[src/rtl/wb_daq_channel_scheduler_pkg.sv]
// Shared field positions, FSM encoding and helpers for the DAQ channel scheduler.
package wb_daq_channel_scheduler_pkg;

  localparam int CTRL_ENABLE  = 0;
  localparam int CTRL_WRAP    = 1;
  localparam int CTRL_INTEN   = 4;
  localparam int CTRL_LEN_LSB = 16;
  localparam int CTRL_LEN_W   = 16;

  localparam int STAT_DONE  = 16;
  localparam int STAT_WRAP  = 17;
  localparam int STAT_ERR   = 18;
  localparam int STAT_GRANT = 19;

  typedef enum logic {
    ST_IDLE  = 1'b0,
    ST_WRITE = 1'b1
  } state_e;

  function automatic logic [3:0] onehot4(input logic [1:0] idx);
    onehot4 = 4'b0001 << idx;
  endfunction

endpackage

[src/rtl/wb_daq_channel_scheduler_arbiter.sv]
// Combinational 4-way round-robin arbiter: searches from last+1 upward, wrapping.
module daq_rr_arbiter
  import wb_daq_channel_scheduler_pkg::*;
(
  input  logic [3:0] req_i,
  input  logic [1:0] last_i,
  output logic [3:0] gnt_onehot_o,
  output logic [1:0] gnt_idx_o,
  output logic       any_o
);

  logic [1:0] cand;
  logic       found;

  always_comb begin
    gnt_idx_o = 2'd0;
    found     = 1'b0;
    cand      = 2'd0;
    // i == 4 lands back on last itself, so it only wins when nobody else asks
    for (int i = 1; i <= 4; i++) begin
      cand = last_i + i[1:0];
      if (!found && req_i[cand]) begin
        gnt_idx_o = cand;
        found     = 1'b1;
      end
    end
    any_o        = found;
    gnt_onehot_o = found ? onehot4(gnt_idx_o) : 4'b0000;
  end

endmodule

[src/rtl/wb_daq_channel_scheduler.sv]
// Drains four DAQ sample FIFOs into memory with single Wishbone writes,
// one round-robin-selected channel at a time, and reports per-channel progress.
module wb_daq_channel_scheduler
  import wb_daq_channel_scheduler_pkg::*;
#(
  parameter int dw = 32
) (
  input  logic            wb_clk,
  input  logic            wb_rst_n,
  input  logic [dw-1:0]   daq_control_reg,
  input  logic [4*dw-1:0] chan_address_i,
  input  logic [4*dw-1:0] chan_control_i,
  input  logic [3:0]      fifo_empty_i,
  input  logic [4*dw-1:0] fifo_dat_i,
  output logic [3:0]      fifo_rd_o,
  output logic [dw-1:0]   wbm_adr_o,
  output logic [dw-1:0]   wbm_dat_o,
  output logic [3:0]      wbm_sel_o,
  output logic            wbm_we_o,
  output logic            wbm_cyc_o,
  output logic            wbm_stb_o,
  output logic [2:0]      wbm_cti_o,
  output logic [1:0]      wbm_bte_o,
  input  logic            wbm_ack_i,
  input  logic            wbm_err_i,
  input  logic            wbm_rty_i,
  output logic [4*dw-1:0] chan_status_o,
  output logic            interrupt,
  output logic            busy_o
);

  state_e          state_q;
  logic [1:0]      grant_q, last_q;
  logic [3:0]      grant_oh_q;
  logic [dw-1:0]   adr_q, dat_q;
  logic [3:0]      sel_q;
  logic            cyc_q, stb_q, we_q, irq_q;

  logic [3:0]      req, irq_next, arb_oh;
  logic [1:0]      arb_idx;
  logic            arb_any, ack_fire, err_fire, busy;
  logic [3:0][15:0] idx_all;
  logic [dw-1:0]   base_arr [4];
  logic [dw-1:0]   head_arr [4];
  logic            unused_glob;

  assign busy     = (state_q == ST_WRITE);
  assign ack_fire = busy & wbm_ack_i;
  assign err_fire = busy & ~wbm_ack_i & wbm_err_i;
  assign unused_glob = ^daq_control_reg[dw-1:1];

  for (genvar gi = 0; gi < 4; gi++) begin : g_chan
    logic [dw-1:0] ctrl, status;
    logic [15:0]   len, index_q, index_d;
    logic          en, mine, unused_bits;
    logic          done_q, done_d, wrapped_q, wrapped_d, error_q, error_d;

    assign ctrl = chan_control_i[gi*dw +: dw];
    assign len  = ctrl[CTRL_LEN_LSB +: CTRL_LEN_W];
    assign en   = ctrl[CTRL_ENABLE];
    assign mine = (grant_q == 2'(gi));
    assign base_arr[gi] = chan_address_i[gi*dw +: dw];
    assign head_arr[gi] = fifo_dat_i[gi*dw +: dw];
    assign unused_bits  = ^{ctrl[3:2], ctrl[15:5], chan_address_i[gi*dw +: 2]};

    // Terminal test uses the live length, so a shrunk length still ends the run.
    always_comb begin
      index_d   = index_q;
      done_d    = done_q;
      wrapped_d = wrapped_q;
      error_d   = error_q;
      if (!en) begin
        index_d   = 16'd0;
        done_d    = 1'b0;
        wrapped_d = 1'b0;
        error_d   = 1'b0;
      end else if (ack_fire && mine) begin
        if ({1'b0, index_q} + 17'd1 >= {1'b0, len}) begin
          if (ctrl[CTRL_WRAP]) begin
            index_d   = 16'd0;
            wrapped_d = 1'b1;
          end else begin
            done_d = 1'b1;
          end
        end else begin
          index_d = index_q + 16'd1;
        end
      end else if (err_fire && mine) begin
        error_d = 1'b1;
      end
    end

    always_ff @(posedge wb_clk) begin
      if (!wb_rst_n) begin
        index_q   <= 16'd0;
        done_q    <= 1'b0;
        wrapped_q <= 1'b0;
        error_q   <= 1'b0;
      end else begin
        index_q   <= index_d;
        done_q    <= done_d;
        wrapped_q <= wrapped_d;
        error_q   <= error_d;
      end
    end

    always_comb begin
      status             = '0;
      status[15:0]       = index_q;
      status[STAT_DONE]  = done_q;
      status[STAT_WRAP]  = wrapped_q;
      status[STAT_ERR]   = error_q;
      status[STAT_GRANT] = busy & mine;
    end

    assign req[gi] = daq_control_reg[0] & en & ~fifo_empty_i[gi] & ~done_q & ~error_q
                     & (len != 16'd0);
    assign irq_next[gi] = (done_d | error_d) & ctrl[CTRL_INTEN];
    assign idx_all[gi]  = index_q;
    assign chan_status_o[gi*dw +: dw] = status;
  end

  daq_rr_arbiter u_arb (
    .req_i        (req),
    .last_i       (last_q),
    .gnt_onehot_o (arb_oh),
    .gnt_idx_o    (arb_idx),
    .any_o        (arb_any)
  );

  always_ff @(posedge wb_clk) begin
    if (!wb_rst_n) begin
      state_q    <= ST_IDLE;
      grant_q    <= 2'd0;
      grant_oh_q <= 4'd0;
      last_q     <= 2'd3;
      adr_q      <= '0;
      dat_q      <= '0;
      sel_q      <= 4'h0;
      cyc_q      <= 1'b0;
      stb_q      <= 1'b0;
      we_q       <= 1'b0;
      irq_q      <= 1'b0;
    end else begin
      irq_q <= |irq_next;
      case (state_q)
        ST_IDLE: begin
          if (arb_any) begin
            state_q    <= ST_WRITE;
            grant_q    <= arb_idx;
            grant_oh_q <= arb_oh;
            last_q     <= arb_idx;
            adr_q      <= {base_arr[arb_idx][dw-1:2], 2'b00}
                          + {{(dw-18){1'b0}}, idx_all[arb_idx], 2'b00};
            dat_q      <= head_arr[arb_idx];
            sel_q      <= 4'hF;
            cyc_q      <= 1'b1;
            stb_q      <= 1'b1;
            we_q       <= 1'b1;
          end
        end
        ST_WRITE: begin
          if (wbm_ack_i || wbm_err_i || wbm_rty_i) begin
            state_q <= ST_IDLE;
            sel_q   <= 4'h0;
            cyc_q   <= 1'b0;
            stb_q   <= 1'b0;
            we_q    <= 1'b0;
          end
        end
        default: state_q <= ST_IDLE;
      endcase
    end
  end

  // Pop is gated by reset so an ack racing a reset never consumes a sample.
  assign fifo_rd_o = grant_oh_q & {4{ack_fire & wb_rst_n}};
  assign wbm_adr_o = adr_q;
  assign wbm_dat_o = dat_q;
  assign wbm_sel_o = sel_q;
  assign wbm_we_o  = we_q;
  assign wbm_cyc_o = cyc_q;
  assign wbm_stb_o = stb_q;
  assign wbm_cti_o = 3'b000;
  assign wbm_bte_o = 2'b00;
  assign interrupt = irq_q;
  assign busy_o    = busy;

endmodule

[config.mk]
export PLATFORM = sky130hd
export DESIGN_NAME = wb_daq_channel_scheduler
export DESIGN_NICKNAME = d
export VERILOG_FILES = /design/src/rtl/wb_daq_channel_scheduler_pkg.sv /design/src/rtl/wb_daq_channel_scheduler_arbiter.sv /design/src/rtl/wb_daq_channel_scheduler.sv
export SDC_FILE = /design/constraint.sdc
export NUM_CORES = 1
export LEC_CHECK = 0
export CAP_MARGIN = 20
export CORE_AREA = 3 3 248 250
export DETAILED_ROUTE_END_ITERATION = 16
export DIE_AREA = 0 0 251 253
export PLACE_DENSITY_LB_ADDON = 0.25
export SYNTH_ARGS = -nofsm -noshare
export SYNTH_HDL_FRONTEND = slang
export SYNTH_SLANG_ARGS = --single-unit
[constraint.sdc]
create_clock -name wb_clk -period 5.9 [get_ports wb_clk]
set_clock_uncertainty 0.1 [all_clocks]
set_input_delay 1.77 -clock wb_clk [delete_from_list [all_inputs] [get_ports wb_clk]]
set_output_delay 1.77 -clock wb_clk [all_outputs]
set_load 0.02 [all_outputs]
==> summary.md <==
| Metric | Value |
|---|---|
| Syn Area/Cell | `7.03 sq um` |
| CP Class | `input pin to register` |
| Crit path setup slack, layout | `0.0850 ns` |
| Clk sinks | `149` |
| Hold Path Class | `register to register` |
| Wire length per cell | `20.4 um` |
| Crit share post-route | `98.6%` |
| Final HPWL DP | `50200 um` |
| GRT overflow | `0` |
| Fraction of registers with async set/reset | `0%` |
| GRT Overall Usage | `19.0%` |
| Element type at the critical path start | `input pin` |
| Pin count of the biggest net entering global routing | `83` |
| Vias per inst | `4.75` |
| H-tree levels | `4` |
| Cell count after synthesis | `1721` |
| Initial antenna violation count | `4` |
| Area growth, synth to finish | `66.7%` |
| Clk_lat worst skew | `0.46 ns` |
| CP max-delay cell | `clkdlybuf4s50_1` |
| Max VDD drop | `0.125 mV` |
| Status | `complete, no violations` |
| Endpoints failing setup | `0` |
| Max Clk Rate | `0.172 GHz` |
| WP data arrival | `6.04 ns` |
| Placer congestion estimate | `0.899` |
| Final Hold Vio Count | `0` |
| I/O Pins | `635` |
| DR DRC count | `0` |
| CTS root buffer | `clkbuf_16` |
| Worst Path Required | `6.13 ns` |
| Yosys Warn Count | `0` |
| Prevailing post-synth register cell | `dfxtp_1` |
| First-pass GRT wire length | `90400 um` |
| CP top delay family | `compound AO/OA/AOI/OAI gates` |
| CTS tree | `done` |
| Unrepaired setup endpoints after global routing | `yes` |
| Synth Register Bits | `149` |
| Setup WS pre-CTS | `-1.16 ns` |
| Crit. End Element | `register` |
| Power Total | `4.24 mW` |
| Die area | `0.0635 sq mm` |
| Clk slew on worst S/H paths | `0.07 ns` |
| Post-synth EDFFs | `0` |
| Via count | `14709` |
| CTS Buffer Depth | `2` |
| CP max stage delay | `0.45 ns` |
| Layout cell share with drive strength beyond 1 | `15.8%` |
| Number of max-cap violations | `0` |
| Minimum clock period | `5.81 ns` |
| Worst-Margin Slew | `0.989 ns` |
| Initial core utilization | `20.4%` |
| P_leak | `8.47 nW` |
| Initial DRT Pass Iterations | `5` |
| Floorplan core area | `0.0592 sq mm` |
| Die Y | `253 um` |
| Final ANT Viol Nets | `0` |
| Critical path cell sequence | `clkdlybuf4s50_1 > nor4b_4 > nand2_2 > o211ai_1 > a32oi_4 > buf_6 > a21oi_4 > buf_12 > buf_4 > a31oi_1 > buf_4 > ha_4 > a21o_1 > a21oi_4 > o41ai_4 > buf_4 > a31oi_4 > a21oi_4 > a21oi_4 > buf_12 > buf_4 > nor4_2 > xnor2_1 > a21oi_1` |
| Cts bufs inserted | `17` |
| Crit-path max FO | `5` |
| Fin nets | `2821` |
| Die width | `251 um` |
| P per Cell Area | `210 mW/mm^2` |
| Synthesized area | `0.0121 sq mm` |
| Post-synthesis sequential area ratio | `24.6%` |
| Std cell rows | `89` |
| Initial drt markers | `1235` |
| Buffers on Ports | `488` |
| Yosys cell types | `65` |
| Slew headroom | `34.0%` |
| CP Buf/Inv Count | `8` |
| Vias in the first global route | `14395` |
| Hold-fix buffer count after cts | `0` |
| Routed wire length | `63300 um` |
| Fin. max-slew vios | `0` |
## sequential cells by signal, indices dropped and copies added (netlist names)
| name | cells |
|---|---|
| grant_oh_q | 4 |
| last_q | 2 |
| grant_q | 2 |
| wbm_dat_o | 32 |
| wbm_adr_o | 30 |
| g_chan.done_q | 4 |
| wbm_sel_o | 1 |
| interrupt | 1 |
| g_chan.index_q | 64 |
| busy_o | 1 |
| g_chan.wrapped_q | 4 |
| g_chan.error_q | 4 |
## stage by stage
step | setup TNS (ns) | utilization, % | hold WS [ns] | cells | area, sq um
after global placement | -20.53 | 31.4 | 0.343 | 3038 | 18600
after CTS | 0 | 33.5 | 0.356 | 3088 | 19800
after detailed placement | -22.05 | 31.4 | 0.346 | 3038 | 18600
final | 0 | 34.1 | 0.354 | 3098 | 20200
after floorplan | 0 | - | 0.338 | 1775 | 12300
after global routing | -0.271 | 34.1 | 0.376 | 3098 | 20200
## placed cells by master, fill, tap and decap left out, drive strengths merged, types with 37 or more instances in the layout
master,netlist,layout
clkbuf,87,38
nand3,140,140
inv,79,82
a31oi,40,40
nand2,376,376
buf,82,197
xnor2,45,45
ha,84,84
a21oi,114,114
conb,1,55
a22oi,37,37
nor2,106,106
and3,58,58
o21ai,59,59
dfxtp,149,149
clkdlybuf4s50,0,416
## repair_timing
item / in CTS / in global routing
hold endpoints to repair: 0 / 0
pin swaps: 59 / 64
cloned: 3 / 0
resized for setup: 154 / 110
setup buffers: 16 / 12
setup endpoints to repair: 22 / 17
## metal layers
layer	vias up	share of wire, %	global-route usage [%]
li1	7032	-	-
met1	7079	43	24.2
met2	527	47	30.9
met3	65	7.6	5.21
met4	6	2.2	6.51
met5	-	0.068	0
## synthesized netlist by cell type (3+ instances only)
| cell type | n | area, sq um |
|---|---|---|
| and4_1 | 8 | 70.1 |
| nand2_1 | 376 | 1410 |
| a311oi_1 | 5 | 43.8 |
| buf_1 | 4 | 15.0 |
| and2_1 | 20 | 125 |
| o211ai_1 | 8 | 60.1 |
| inv_1 | 79 | 297 |
| xor2_1 | 25 | 219 |
| nand4_1 | 18 | 113 |
| nor2b_1 | 20 | 125 |
| or3_1 | 3 | 18.8 |
| buf_4 | 73 | 548 |
| nor2_1 | 106 | 398 |
| buf_2 | 4 | 20.0 |
| clkbuf_1 | 87 | 327 |
| xnor2_1 | 45 | 394 |
| o21a_1 | 18 | 135 |
| a31oi_1 | 40 | 250 |
| o31ai_1 | 3 | 22.5 |
| a21oi_1 | 113 | 566 |
| a21o_1 | 20 | 150 |
| a22oi_1 | 37 | 278 |
| mux2i_1 | 4 | 40.0 |
| o21ai_0 | 58 | 290 |
| nand2b_1 | 5 | 31.3 |
| nor3b_1 | 4 | 30.0 |
| ha_1 | 84 | 1050 |
| or2_2 | 7 | 43.8 |
| a211oi_1 | 11 | 82.6 |
| mux4_2 | 12 | 270 |
| nor3_1 | 11 | 55.1 |
| and3_1 | 58 | 363 |
| dfxtp_1 | 149 | 2980 |
| nand3b_1 | 11 | 82.6 |
| a41oi_1 | 3 | 26.3 |
| nor4_1 | 18 | 113 |
| nand3_1 | 140 | 701 |
## cell families (layout without fill, tap and decap cells)
family	count (synthesis)	count (layout)	synth area share, %
AOI/OAI and AO/OA	334	335	17.2
xor gates and xnor gates	70	70	5.06
adders and majority gates	85	85	8.85
buffers and inverters	248	796	10.1
DFF	149	149	24.6
muxes	17	17	2.66
other	1	56	0.0310
and+or+nand+nor	817	817	31.5
## worst min-delay path: cells and delay by family, from the launching register on
| kind | cells | cell delay [ns] |
|---|---|---|
| flip-flops | 1 | 0.31 |
| AND/OR/NAND/NOR | 1 | 0.05 |
| AO/OA/AOI/OAI | 1 | 0.05 |
## power by group
part | internal (mW) | switching (mW)
clock | 0.799 | 0.499
sequential | 1.07 | 0.0459
combinational | 0.886 | 0.934
total | 2.76 | 1.48
## layout make-up
| class | count | area, sq um |
|---|---|---|
| Antenna cell | 1 | 2.50 |
| Tap cell | 773 | 967 |
| Fill cell | 6227 | 39100 |
| Timing Repair Buffer | 685 | 6490 |
| Multi-Input combinational cell | 1379 | 8760 |
| Clock buffer | 18 | 429 |
| Sequential cell | 149 | 2980 |
| Clock inverter | 14 | 249 |
| Inverter | 79 | 297 |
## worst paths after layout
| kind | depth (start not counted) | slack [ns] | endpoint | startpoint |
|---|---|---|---|---|
| worst max-delay path | 24 | 0.09 | wbm_adr_o[27] | fifo_empty_i[2] |
| worst min-delay path | 2 | 0.35 | wbm_dat_o[28] | wbm_dat_o[28] |
| worst max register to register | 17 | 0.95 | g_chan[0].index_q[11] | g_chan[0].index_q[0] |
| worst min register to register | 2 | 0.35 | wbm_dat_o[28] | wbm_dat_o[28] |
Note: power is estimated with default switching activity, not from simulation.
